==> config.mk <==
export PLATFORM = sky130hd
export DESIGN_NAME = multicycle_adder_ctrl_flat
export DESIGN_NICKNAME = d
export VERILOG_FILES = /design/src/rtl/mcadd_pkg.sv /design/src/rtl/multicycle_adder_ctrl_if.sv /design/src/rtl/ripple_carry_adder.sv /design/src/rtl/multicycle_adder_ctrl.sv /design/src/flat_wrapper.sv
export SDC_FILE = /design/constraint.sdc
export NUM_CORES = 1
export LEC_CHECK = 0
export BUFFER_PORTS_ARGS = -buffer_cell sky130_fd_sc_hd__buf_4
export CORE_ASPECT_RATIO = 0.5
export CORE_MARGIN = 4
export CORE_UTILIZATION = 56
export DETAILED_ROUTE_END_ITERATION = 12
export HOLD_SLACK_MARGIN = 0.06
export PLACE_DENSITY_LB_ADDON = 0.15
export SLEW_MARGIN = 20
export SYNTH_ARGS = -nofsm -noshare
export SYNTH_HDL_FRONTEND = slang
export SYNTH_HIERARCHICAL = 1
export SYNTH_SLANG_ARGS = --single-unit
==> constraint.sdc <==
create_clock -name clk -period 16 [get_ports clk]
set_input_delay 2.4 -clock clk [delete_from_list [all_inputs] [get_ports clk]]
set_output_delay 2.4 -clock clk [all_outputs]
set_load 0.03 [all_outputs]
==> src/rtl/mcadd_pkg.sv <==
// Shared types and parameter helpers for the chunked multi-cycle adder.
package mcadd_pkg;

  typedef enum logic [1:0] {
    StIdle,
    StRun,
    StDone
  } state_e;

  function automatic int unsigned num_chunks(input int unsigned total_width,
                                             input int unsigned chunk_width);
    return total_width / chunk_width;
  endfunction

  // One spare bit so the counter can represent NUM_CHUNKS itself, even for NUM_CHUNKS = 1.
  function automatic int unsigned cnt_width(input int unsigned n_chunks);
    return $clog2(n_chunks) + 1;
  endfunction

  function automatic bit params_legal(input int unsigned total_width,
                                      input int unsigned chunk_width);
    return (chunk_width != 0) && (total_width >= chunk_width) &&
           ((total_width % chunk_width) == 0);
  endfunction

endpackage

==> src/rtl/multicycle_adder_ctrl_if.sv <==
// Producer/consumer handshake bundle for multicycle_adder_ctrl.
// MCADD_SUB_EN adds the in_sub operand qualifier.
interface multicycle_adder_ctrl_if #(
  parameter int unsigned TOTAL_WIDTH = 128
);
  logic                   in_valid;
  logic                   in_ready;
  logic [TOTAL_WIDTH-1:0] in_a;
  logic [TOTAL_WIDTH-1:0] in_b;
  logic                   in_carry;
`ifdef MCADD_SUB_EN
  logic                   in_sub;
`endif
  logic                   out_valid;
  logic                   out_ready;
  logic [TOTAL_WIDTH-1:0] out_sum;
  logic                   out_carry;
  logic                   busy;

  modport master (
`ifdef MCADD_SUB_EN
    output in_sub,
`endif
    output in_valid, in_a, in_b, in_carry, out_ready,
    input  in_ready, out_valid, out_sum, out_carry, busy
  );

  modport slave (
`ifdef MCADD_SUB_EN
    input  in_sub,
`endif
    input  in_valid, in_a, in_b, in_carry, out_ready,
    output in_ready, out_valid, out_sum, out_carry, busy
  );

endinterface

==> src/rtl/ripple_carry_adder.sv <==
// Plain ripple-carry adder slice with carry in and carry out.
module ripple_carry_adder #(
  parameter int unsigned BIT_WIDTH = 32
) (
  input  logic [BIT_WIDTH-1:0] a_i,
  input  logic [BIT_WIDTH-1:0] b_i,
  input  logic                 carry_in_i,
  output logic [BIT_WIDTH-1:0] sum_o,
  output logic                 carry_out_o
);

  logic [BIT_WIDTH:0] c;

  // Bit-serial carry chain, LSB first.
  always_comb begin
    c[0] = carry_in_i;
    for (int i = 0; i < BIT_WIDTH; i++) begin
      sum_o[i] = a_i[i] ^ b_i[i] ^ c[i];
      c[i+1]   = (a_i[i] & b_i[i]) | (c[i] & (a_i[i] ^ b_i[i]));
    end
  end

  assign carry_out_o = c[BIT_WIDTH];

endmodule

==> src/rtl/multicycle_adder_ctrl.sv <==
// Wide adder built from one CHUNK_WIDTH slice reused over NUM_CHUNKS cycles, LSB chunk first.
// Optional macro MCADD_SUB_EN: adds in_sub, computing A - B as A + ~B + 1.
module multicycle_adder_ctrl
  import mcadd_pkg::*;
#(
  parameter int unsigned TOTAL_WIDTH = 128,
  parameter int unsigned CHUNK_WIDTH = 32
) (
  input logic                    clk,
  input logic                    rst_n,
  multicycle_adder_ctrl_if.slave bus
);

  localparam int unsigned NumChunks = num_chunks(TOTAL_WIDTH, CHUNK_WIDTH);
  localparam int unsigned CntWidth  = cnt_width(NumChunks);
  localparam logic [CntWidth-1:0] LastCnt = CntWidth'(NumChunks - 1);

  if (!params_legal(TOTAL_WIDTH, CHUNK_WIDTH)) begin : g_param_check
    $error("TOTAL_WIDTH must be a non-zero multiple of CHUNK_WIDTH");
  end

  state_e                 state_q, state_d;
  logic [CntWidth-1:0]    cnt_q, cnt_d;
  logic [TOTAL_WIDTH-1:0] a_q, a_d, b_q, b_d, sum_q, sum_d;
  logic                   carry_q, carry_d;
  logic [TOTAL_WIDTH-1:0] out_sum_q, out_sum_d;
  logic                   out_carry_q, out_carry_d;
  logic                   in_ready_q, in_ready_d;
  logic                   out_valid_q, out_valid_d;
  logic                   busy_q, busy_d;

  logic [CHUNK_WIDTH-1:0] chunk_sum;
  logic                   chunk_carry;

  ripple_carry_adder #(
    .BIT_WIDTH (CHUNK_WIDTH)
  ) u_adder (
    .a_i         (a_q[CHUNK_WIDTH-1:0]),
    .b_i         (b_q[CHUNK_WIDTH-1:0]),
    .carry_in_i  (carry_q),
    .sum_o       (chunk_sum),
    .carry_out_o (chunk_carry)
  );

  // Next-state: operand capture, per-chunk shift, result publish and handshake flags.
  always_comb begin
    state_d     = state_q;
    cnt_d       = cnt_q;
    a_d         = a_q;
    b_d         = b_q;
    sum_d       = sum_q;
    carry_d     = carry_q;
    out_sum_d   = out_sum_q;
    out_carry_d = out_carry_q;

    unique case (state_q)
      StIdle: begin
        if (bus.in_valid) begin
          a_d     = bus.in_a;
          b_d     = bus.in_b;
          carry_d = bus.in_carry;
`ifdef MCADD_SUB_EN
          if (bus.in_sub) begin
            b_d     = ~bus.in_b;
            carry_d = 1'b1;
          end
`endif
          cnt_d   = '0;
          state_d = StRun;
        end
      end
      StRun: begin
        a_d     = a_q >> CHUNK_WIDTH;
        b_d     = b_q >> CHUNK_WIDTH;
        // New chunk enters at the top; after NUM_CHUNKS shifts it sits in its final place.
        sum_d   = (sum_q >> CHUNK_WIDTH) |
                  (TOTAL_WIDTH'(chunk_sum) << (TOTAL_WIDTH - CHUNK_WIDTH));
        carry_d = chunk_carry;
        cnt_d   = cnt_q + 1'b1;
        if (cnt_q == LastCnt) begin
          out_sum_d   = sum_d;
          out_carry_d = chunk_carry;
          state_d     = StDone;
        end
      end
      StDone: begin
        if (bus.out_ready) state_d = StIdle;
      end
      default: state_d = StIdle;
    endcase

    // Flags come straight from the next state so the ports are plain flop outputs.
    in_ready_d  = (state_d == StIdle);
    out_valid_d = (state_d == StDone);
    busy_d      = (state_d != StIdle);
  end

  // State and output registers.
  always_ff @(posedge clk or negedge rst_n) begin
    if (!rst_n) begin
      state_q     <= StIdle;
      cnt_q       <= '0;
      a_q         <= '0;
      b_q         <= '0;
      sum_q       <= '0;
      carry_q     <= 1'b0;
      out_sum_q   <= '0;
      out_carry_q <= 1'b0;
      in_ready_q  <= 1'b1;
      out_valid_q <= 1'b0;
      busy_q      <= 1'b0;
    end else begin
      state_q     <= state_d;
      cnt_q       <= cnt_d;
      a_q         <= a_d;
      b_q         <= b_d;
      sum_q       <= sum_d;
      carry_q     <= carry_d;
      out_sum_q   <= out_sum_d;
      out_carry_q <= out_carry_d;
      in_ready_q  <= in_ready_d;
      out_valid_q <= out_valid_d;
      busy_q      <= busy_d;
    end
  end

  assign bus.in_ready  = in_ready_q;
  assign bus.out_valid = out_valid_q;
  assign bus.out_sum   = out_sum_q;
  assign bus.out_carry = out_carry_q;
  assign bus.busy      = busy_q;

endmodule
==> src/flat_wrapper.sv <==
// flat-port wrapper written by rule: the top's interface ports become plain ports
module multicycle_adder_ctrl_flat import mcadd_pkg::*;
#(
  parameter int unsigned TOTAL_WIDTH = 128,
  parameter int unsigned CHUNK_WIDTH = 32
)
  (clk, rst_n, bus_in_valid, bus_in_a, bus_in_b, bus_in_carry, bus_out_ready, bus_in_ready, bus_out_valid, bus_out_sum, bus_out_carry, bus_busy);
  multicycle_adder_ctrl_if #(.TOTAL_WIDTH(TOTAL_WIDTH)) bus_i ();
  input logic clk;
  input logic rst_n;
  input wire logic [$bits(bus_i.in_valid)-1:0] bus_in_valid;
  input wire logic [$bits(bus_i.in_a)-1:0] bus_in_a;
  input wire logic [$bits(bus_i.in_b)-1:0] bus_in_b;
  input wire logic [$bits(bus_i.in_carry)-1:0] bus_in_carry;
  input wire logic [$bits(bus_i.out_ready)-1:0] bus_out_ready;
  output wire logic [$bits(bus_i.in_ready)-1:0] bus_in_ready;
  output wire logic [$bits(bus_i.out_valid)-1:0] bus_out_valid;
  output wire logic [$bits(bus_i.out_sum)-1:0] bus_out_sum;
  output wire logic [$bits(bus_i.out_carry)-1:0] bus_out_carry;
  output wire logic [$bits(bus_i.busy)-1:0] bus_busy;
  assign bus_i.in_valid = bus_in_valid;
  assign bus_i.in_a = bus_in_a;
  assign bus_i.in_b = bus_in_b;
  assign bus_i.in_carry = bus_in_carry;
  assign bus_i.out_ready = bus_out_ready;
  assign bus_in_ready = bus_i.in_ready;
  assign bus_out_valid = bus_i.out_valid;
  assign bus_out_sum = bus_i.out_sum;
  assign bus_out_carry = bus_i.out_carry;
  assign bus_busy = bus_i.busy;
  multicycle_adder_ctrl #(.TOTAL_WIDTH(TOTAL_WIDTH), .CHUNK_WIDTH(CHUNK_WIDTH)) u_core (.clk(clk), .rst_n(rst_n), .bus(bus_i));
endmodule
After elaboration in Yosys (flattened, before gate mapping)

Cells that the tools add are included.

Flip-flop bits (word level): 522
Input bits: 261
Output and inout bits: 132

Add/sub/neg operators: 1
Equal/unequal tests: 5
Mux-type cells: 12
Bitwise operators: 161
Reductions and logical operators: 6

Operator list:

| operator              | number |
|---|---|
| $pmux W128 S2         | 2 |
| $mux W128             | 2 |
| $or A96 B128 Y128     | 1 |
| $and A1 B1 Y1         | 64 |
| $xor A1 B1 Y1         | 64 |
| $or A1 B1 Y1          | 32 |
| $mux W2               | 3 |
| $pmux W2 S3           | 1 |
| $pmux W3 S2           | 1 |
| $eq A2 B2 Y1 const B  | 2 |
| $logic_not A2 Y1      | 2 |
| $reduce_and A2 Y1     | 2 |
| $reduce_bool A2 Y1    | 2 |
| $add A3 B1 Y3 const B | 1 |
| $eq A3 B2 Y1 const B  | 1 |
| $mux W3               | 1 |
| $eq A2 B1 Y1 const B  | 1 |
| $ne A2 B2 Y1 const B  | 1 |
| $pmux W1 S2           | 1 |
| $mux W1               | 1 |

Depth between registers and ports, before layout

Word-level depth: 66
Depth in mapped cells: 38
Depth with buffers taken out: 38

By module

Netlist, hierarchy kept.

By module, submodules not included:

| module                | instances | cells each | area each (sq um) | seq. area each (sq um) |
|---|---|---|---|---|
| multicycle_adder_ctrl | 1         | 1941       | 20782.4           | 12263.0 |
| ripple_carry_adder    | 1         | 42         | 678.2             | 0.0 |

Worst setup path after synthesis

No wires, ideal clock.

Path kind: reg2reg
Start point: register u_core.a_q[0]
End point: register u_core.out_sum_q[127], in the netlist u_core/bus.out_sum[127]
Data arrival time: 12680 ps
Data required time: 15935 ps
Slack: 3255 ps
Stages on the path, launching flop included: 38
Buffers on the path: 0
Clock period less this slack: 12745 ps
Path through: dfrtp_1 > fa_1 > fa_1 > fa_1 > fa_1 > fa_1 > fa_1 > fa_1 > fa_1 > fa_1 > fa_1 > fa_1 > fa_1 > fa_1 > fa_1 > fa_1 > fa_1 > inv_1 > [... 2 more ...] > fa_1 > fa_1 > fa_1 > fa_1 > fa_1 > fa_1 > fa_1 > fa_1 > fa_1 > fa_1 > fa_1 > fa_1 > fa_1 > fa_1 > inv_1 > fa_1 > inv_1 > mux2_2

Longest elaborated chain between the ends: 65
Elaborated cells between the ends (all ways): 66
Classes of those cells: bitwise (66)

RTL lines:

| what                           | line                         | source |
|---|---|---|
| from (decl)                    | multicycle_adder_ctrl.sv:24  | `logic [TOTAL_WIDTH-1:0] a_q, a_d, b_q, b_d, sum_q, sum_d;` |
| from (signal assigned)         | multicycle_adder_ctrl.sv:103 | `a_q <= '0;` |
| from (signal assigned)         | multicycle_adder_ctrl.sv:115 | `a_q <= a_d;` |
| $xor A1 B1 Y1                  | ripple_carry_adder.sv:19     | `c[i+1] = (a_i[i] & b_i[i]) \| (c[i] & (a_i[i] ^ b_i[i]));` |
| $and A1 B1 Y1                  | ripple_carry_adder.sv:19     |  |
| $or A1 B1 Y1 (*)               | ripple_carry_adder.sv:19     |  |
| $and A1 B1 Y1 (*)              | ripple_carry_adder.sv:19     |  |
| $or A1 B1 Y1 (*)               | ripple_carry_adder.sv:19     |  |
| $and A1 B1 Y1 (*)              | ripple_carry_adder.sv:19     |  |
| $or A1 B1 Y1 (*)               | ripple_carry_adder.sv:19     |  |
| $and A1 B1 Y1 (*)              | ripple_carry_adder.sv:19     |  |
| [... 50 more ...]              | n/a                          |  |
| $or A1 B1 Y1 (*)               | ripple_carry_adder.sv:19     |  |
| $and A1 B1 Y1 (*)              | ripple_carry_adder.sv:19     |  |
| $or A1 B1 Y1 (*)               | ripple_carry_adder.sv:19     |  |
| $and A1 B1 Y1 (*)              | ripple_carry_adder.sv:19     |  |
| $or A1 B1 Y1 (*)               | ripple_carry_adder.sv:19     |  |
| $xor A1 B1 Y1 (*)              | ripple_carry_adder.sv:18     | `sum_o[i] = a_i[i] ^ b_i[i] ^ c[i];` |
| named net u_core.chunk_sum[31] | multicycle_adder_ctrl.sv:32  | `logic [CHUNK_WIDTH-1:0] chunk_sum;` |
| $or A96 B128 Y128 (*)          | multicycle_adder_ctrl.sv:76  | `sum_d = (sum_q >> CHUNK_WIDTH) \|` |
| to (signal assigned)           | multicycle_adder_ctrl.sv:119 | `out_sum_q <= out_sum_d;` |
| to (decl)                      | multicycle_adder_ctrl.sv:26  | `logic [TOTAL_WIDTH-1:0] out_sum_q, out_sum_d;` |

Mark *: on every way through the listed nets, which the timed path passes. The rest lies on a longest branch.
A chain may end at the register's enable or synchronous reset.

Worst setup path after layout

Start point: register u_core.a_q[0]
End point: register u_core.sum_q[127]

Longest elaborated chain between the ends: 65
Elaborated cells between the ends (all ways): 66
Classes of those cells: bitwise (66)

RTL lines:

| what                           | line                         | source |
|---|---|---|
| $xor A1 B1 Y1                  | ripple_carry_adder.sv:19     |  |
| $and A1 B1 Y1                  | ripple_carry_adder.sv:19     |  |
| $or A1 B1 Y1 (*)               | ripple_carry_adder.sv:19     |  |
| $and A1 B1 Y1 (*)              | ripple_carry_adder.sv:19     |  |
| $or A1 B1 Y1 (*)               | ripple_carry_adder.sv:19     |  |
| $and A1 B1 Y1 (*)              | ripple_carry_adder.sv:19     |  |
| $or A1 B1 Y1 (*)               | ripple_carry_adder.sv:19     |  |
| $and A1 B1 Y1 (*)              | ripple_carry_adder.sv:19     |  |
| [... 50 more ...]              | n/a                          |  |
| $or A1 B1 Y1 (*)               | ripple_carry_adder.sv:19     |  |
| $and A1 B1 Y1 (*)              | ripple_carry_adder.sv:19     |  |
| $or A1 B1 Y1 (*)               | ripple_carry_adder.sv:19     |  |
| $and A1 B1 Y1 (*)              | ripple_carry_adder.sv:19     |  |
| $or A1 B1 Y1 (*)               | ripple_carry_adder.sv:19     |  |
| $xor A1 B1 Y1 (*)              | ripple_carry_adder.sv:18     |  |
| named net u_core.chunk_sum[31] | multicycle_adder_ctrl.sv:32  |  |
| $or A96 B128 Y128 (*)          | multicycle_adder_ctrl.sv:76  |  |
| to (signal assigned)           | multicycle_adder_ctrl.sv:117 | `sum_q <= sum_d;` |
| to (decl)                      | multicycle_adder_ctrl.sv:24  |  |

Marks and branches as above.

==> summary.md <==
| Metric | Value |
|---|---|
| CP endpoint kind | flop |
| Crit Path Category | flop to flop |
| First-pass GRT wire length | 99.1 mm |
| Pin count of the biggest net entering global routing | 153 |
| Initial antenna violation count | 12 |
| Drt initial violations | 1954 |
| Final Hold Fails | 0 |
| Overall Global Routing Usage | 0.303 |
| Grt total ovfl | 0 |
| Post-cts resize count | 0 |
| Delay-heaviest family, CP | adder cells |
| Vias in the first global route | 16600 |
| Post-Syn Area | 21500 µm² |
| Slowest stage delay, CP | 0.47 ns |
| R2R setup slack | 2.47 ns |
| Syn Inst Count | 1983 |
| Post-synth top flop | dfrtp_1 |
| Final setup violation count | 0 |
| Residual DRC | 0 |
| Die H | 146 µm |
| Unique masters post-synth | 29 |
| Max Freq | 0.0739 GHz |
| Register area | 12300 µm² |
| Avg WL per Cell | 22.8 µm |
| Total power | 6.07 mW |
| PortBufs | 392 |
| Gpl congestion | 0.918 |
| Sequential cell area fraction in the yosys report | 0.571 |
| Die X | 285 µm |
| Post-DP HPWL | 42.4 mm |
| Layout area overhead | 20.8% |
| R2r endpoint | u_core/sum_q[127] |
| Slew Viols, Final | 0 |
| Worst slew margin relative to its limit | 0.260 |
| Vias | 17100 |
| CP max stage cell | fa_1 |
| CP most frequent cell | fa_1 |
| Setup_tns | 0 ns |
| Multi-input gate area | 8370 µm² |
| Min-Delay Path Depth | 2 |
| Clock Skew | 0.00837 ns |
| Nets@finish | 2561 |
| Crit path DAT | 14.01 ns |
| CTS tree | built |
| Peak VDD IR | 0.130 mV |
| # IOs | 393 |
| YS warnings | 6 |
| Post-synthesis register bit count | 490 |
| Hold Buf Count CTS | 0 |
| Leakage power | 12.4 nW |
| 1st-pass router iterations | 6 |
| Depth of the most critical reg-to-reg path | 38 |
| Latest clock arrival within the worst-skew pair | 0.55 ns |
| Syn Nets | 2278 |
| Root Driver | clkbuf_16 |
| Max-cap viol count | 0 |
| Vias per inst | 6.03 |
| Num CTS Buffers | 43 |
| Fin crit share | 0.846 |
| Worst slew pin tran | 1.11 ns |
| Crit-path max FO | 3 |
| CTS sink count | 490 |
| Bufs and invs on worst path | 4 |
| Asr flop ratio synth | 1.00 |
| Htree depth | 2 |
| Unrepaired setup endpoints after global routing | no |
| CP startpoint kind | flop |
| Status | finished clean |
| RR Startpoint | u_core/a_q[0] |
| Worst min-delay path class | flop to flop |
| Number of flops mapped to enable cells by yosys | 0 |
| Ratio of cells with drive above 1 in the final layout | 0.267 |
| Final antenna-violating net count | 0 |
| Hold Startpoint | u_core/sum_q[50] |
| Initial core utilization | 0.571 |
| Core Footprint | 37600 µm² |
| Die footprint | 41700 µm² |
| Clk slew on worst S/H paths | 0.06 ns |
| WP data required | 16.48 ns |
| Final wirelength | 64.5 mm |
| Fillers | 2871 |
| CTS max path bufs | 3 |
| Pwr dens | 234 nW/µm² |
| Avg Cell Area, Syn | 10.8 µm² |
| Setup bufs post-CTS | 0 |
| Row cnt | 50 |
| Minimum clock period | 13.53 ns |
| WHS Endpoint | u_core/sum_q[50] |
## worst max path at each step
| stage | slack, ns | cells past startpoint | start | to |
|---|---|---|---|---|
| after floorplan | 3.25 | 37 | u_core/a_q[0] | u_core/bus.out_sum[127] |
| after global placement | 2.71 | 37 | u_core/a_q[0] | u_core/bus.out_sum[127] |
| after detailed placement | 2.62 | 38 | u_core/a_q[0] | u_core/sum_q[127] |
| after CTS | 2.53 | 38 | u_core/a_q[0] | u_core/sum_q[127] |
| after global routing | 2.15 | 38 | u_core/a_q[0] | u_core/sum_q[127] |
| final | 2.47 | 38 | u_core/a_q[0] | u_core/sum_q[127] |
## cells by family after synthesis
group | count (synthesis) | synth area share
and+or+nand+nor | 687 | 0.129
DFF | 490 | 0.571
muxes | 129 | 0.0831
adders and majority gates | 34 | 0.0310
buffers and inverters | 185 | 0.0413
AOI/OAI and AO/OA | 458 | 0.144
## state kept, by name (all words and copies together), names as in the netlist
name / cells
u_core/a_q: 128
u_core/state_q: 2
u_core/cnt_q: 3
u_core/bus.in_ready: 1
u_core/b_q: 128
u_core/bus.busy: 1
u_core/sum_q: 96
u_core/carry_q: 1
u_core/bus.out_carry: 1
u_core/bus.out_sum: 128
u_core/bus.out_valid: 1
## layout make-up
type,instances,share of cell area
Timing Repair Buffer,410,0.120
Inverter,13,0.00207
Multi-Input combinational cell,1308,0.323
Antenna cell,11,0.00106
Clock buffer,62,0.0474
Tap cell,520,0.0251
Sequential cell,490,0.473
Clock inverter,14,0.00864
## layout by cell type (no fill, tap or decap), types with 2 or more instances in the layout
| master | synthesis | routed |
|---|---|---|
| dfrtp_1 | 489 | 487 |
| nand2_1 | 420 | 420 |
| buf_4 | 5 | 406 |
| nor2_1 | 130 | 130 |
| o32ai_1 | 129 | 129 |
| o22ai_1 | 129 | 129 |
| nand3_1 | 128 | 128 |
| o21ai_0 | 124 | 124 |
| mux2_4 | 88 | 88 |
| a22oi_1 | 64 | 64 |
| clkbuf_16 | 0 | 45 |
| mux2_2 | 41 | 41 |
| fa_1 | 32 | 32 |
| clkbuf_1 | 70 | 13 |
| inv_1 | 12 | 12 |
| diode_2 | 0 | 11 |
| o21ai_1 | 10 | 10 |
| clkinv_2 | 0 | 7 |
| bufinv_16 | 0 | 6 |
| clkbuf_8 | 0 | 4 |
| nor2b_4 | 0 | 3 |
| nand2b_4 | 0 | 2 |
| ha_1 | 2 | 2 |
| buf_6 | 11 | 2 |
| dfrtp_4 | 0 | 2 |
## Yosys cell counts (all sizes together), types with 13 or more instances
cell,instances,share of area
a22oi,64,0.022
buf,102,0.027
clkbuf,70,0.012
dfrtp,489,0.57
fa,32,0.030
inv,13,0.0023
mux2,129,0.083
nand2,421,0.074
nand3,128,0.030
nor2,131,0.023
o21ai,134,0.031
o22ai,129,0.038
o32ai,129,0.053
## per-stage QoR
| stage | area [µm²] | util | std cells | hold WS (ns) | setup slack, ns |
|---|---|---|---|---|---|
| floorplan | 21500 | - | 1983 | 0.442 | 3.25 |
| global placement | 24400 | 0.650 | 2741 | 0.455 | 2.71 |
| detailed placement | 24400 | 0.650 | 2741 | 0.460 | 2.62 |
| CTS | 25900 | 0.689 | 2817 | 0.477 | 2.53 |
| global route | 25900 | 0.690 | 2828 | 0.504 | 2.15 |
| finish | 25900 | 0.690 | 2828 | 0.473 | 2.47 |
## routing by layer
metal | vias to the layer above | part of all wire | global-route usage | routed length, µm
li1 | 7651 | - | - | -
met1 | 8492 | 0.42 | 0.445 | 27000
met2 | 795 | 0.47 | 0.458 | 30100
met3 | 125 | 0.079 | 0.0487 | 5070
met4 | 2 | 0.037 | 0.121 | 2410
met5 | - | 0.00017 | 0 | 11
## tightest hold or removal path: cells and delay by family, from the launching register on
| kind | cells | cell delay, ns |
|---|---|---|
| flip-flops | 1 | 0.34 |
| AND/OR/NAND/NOR | 2 | 0.10 |
## report_power, final
part / internal, mW / total [mW] / switching, mW
combinational: 1.06 / 2.58 / 1.52
clock: 0.632 / 1.09 / 0.462
sequential: 1.82 / 2.40 / 0.579
total: 3.51 / 6.07 / 2.56
Note: power is estimated with default switching activity, not from simulation.
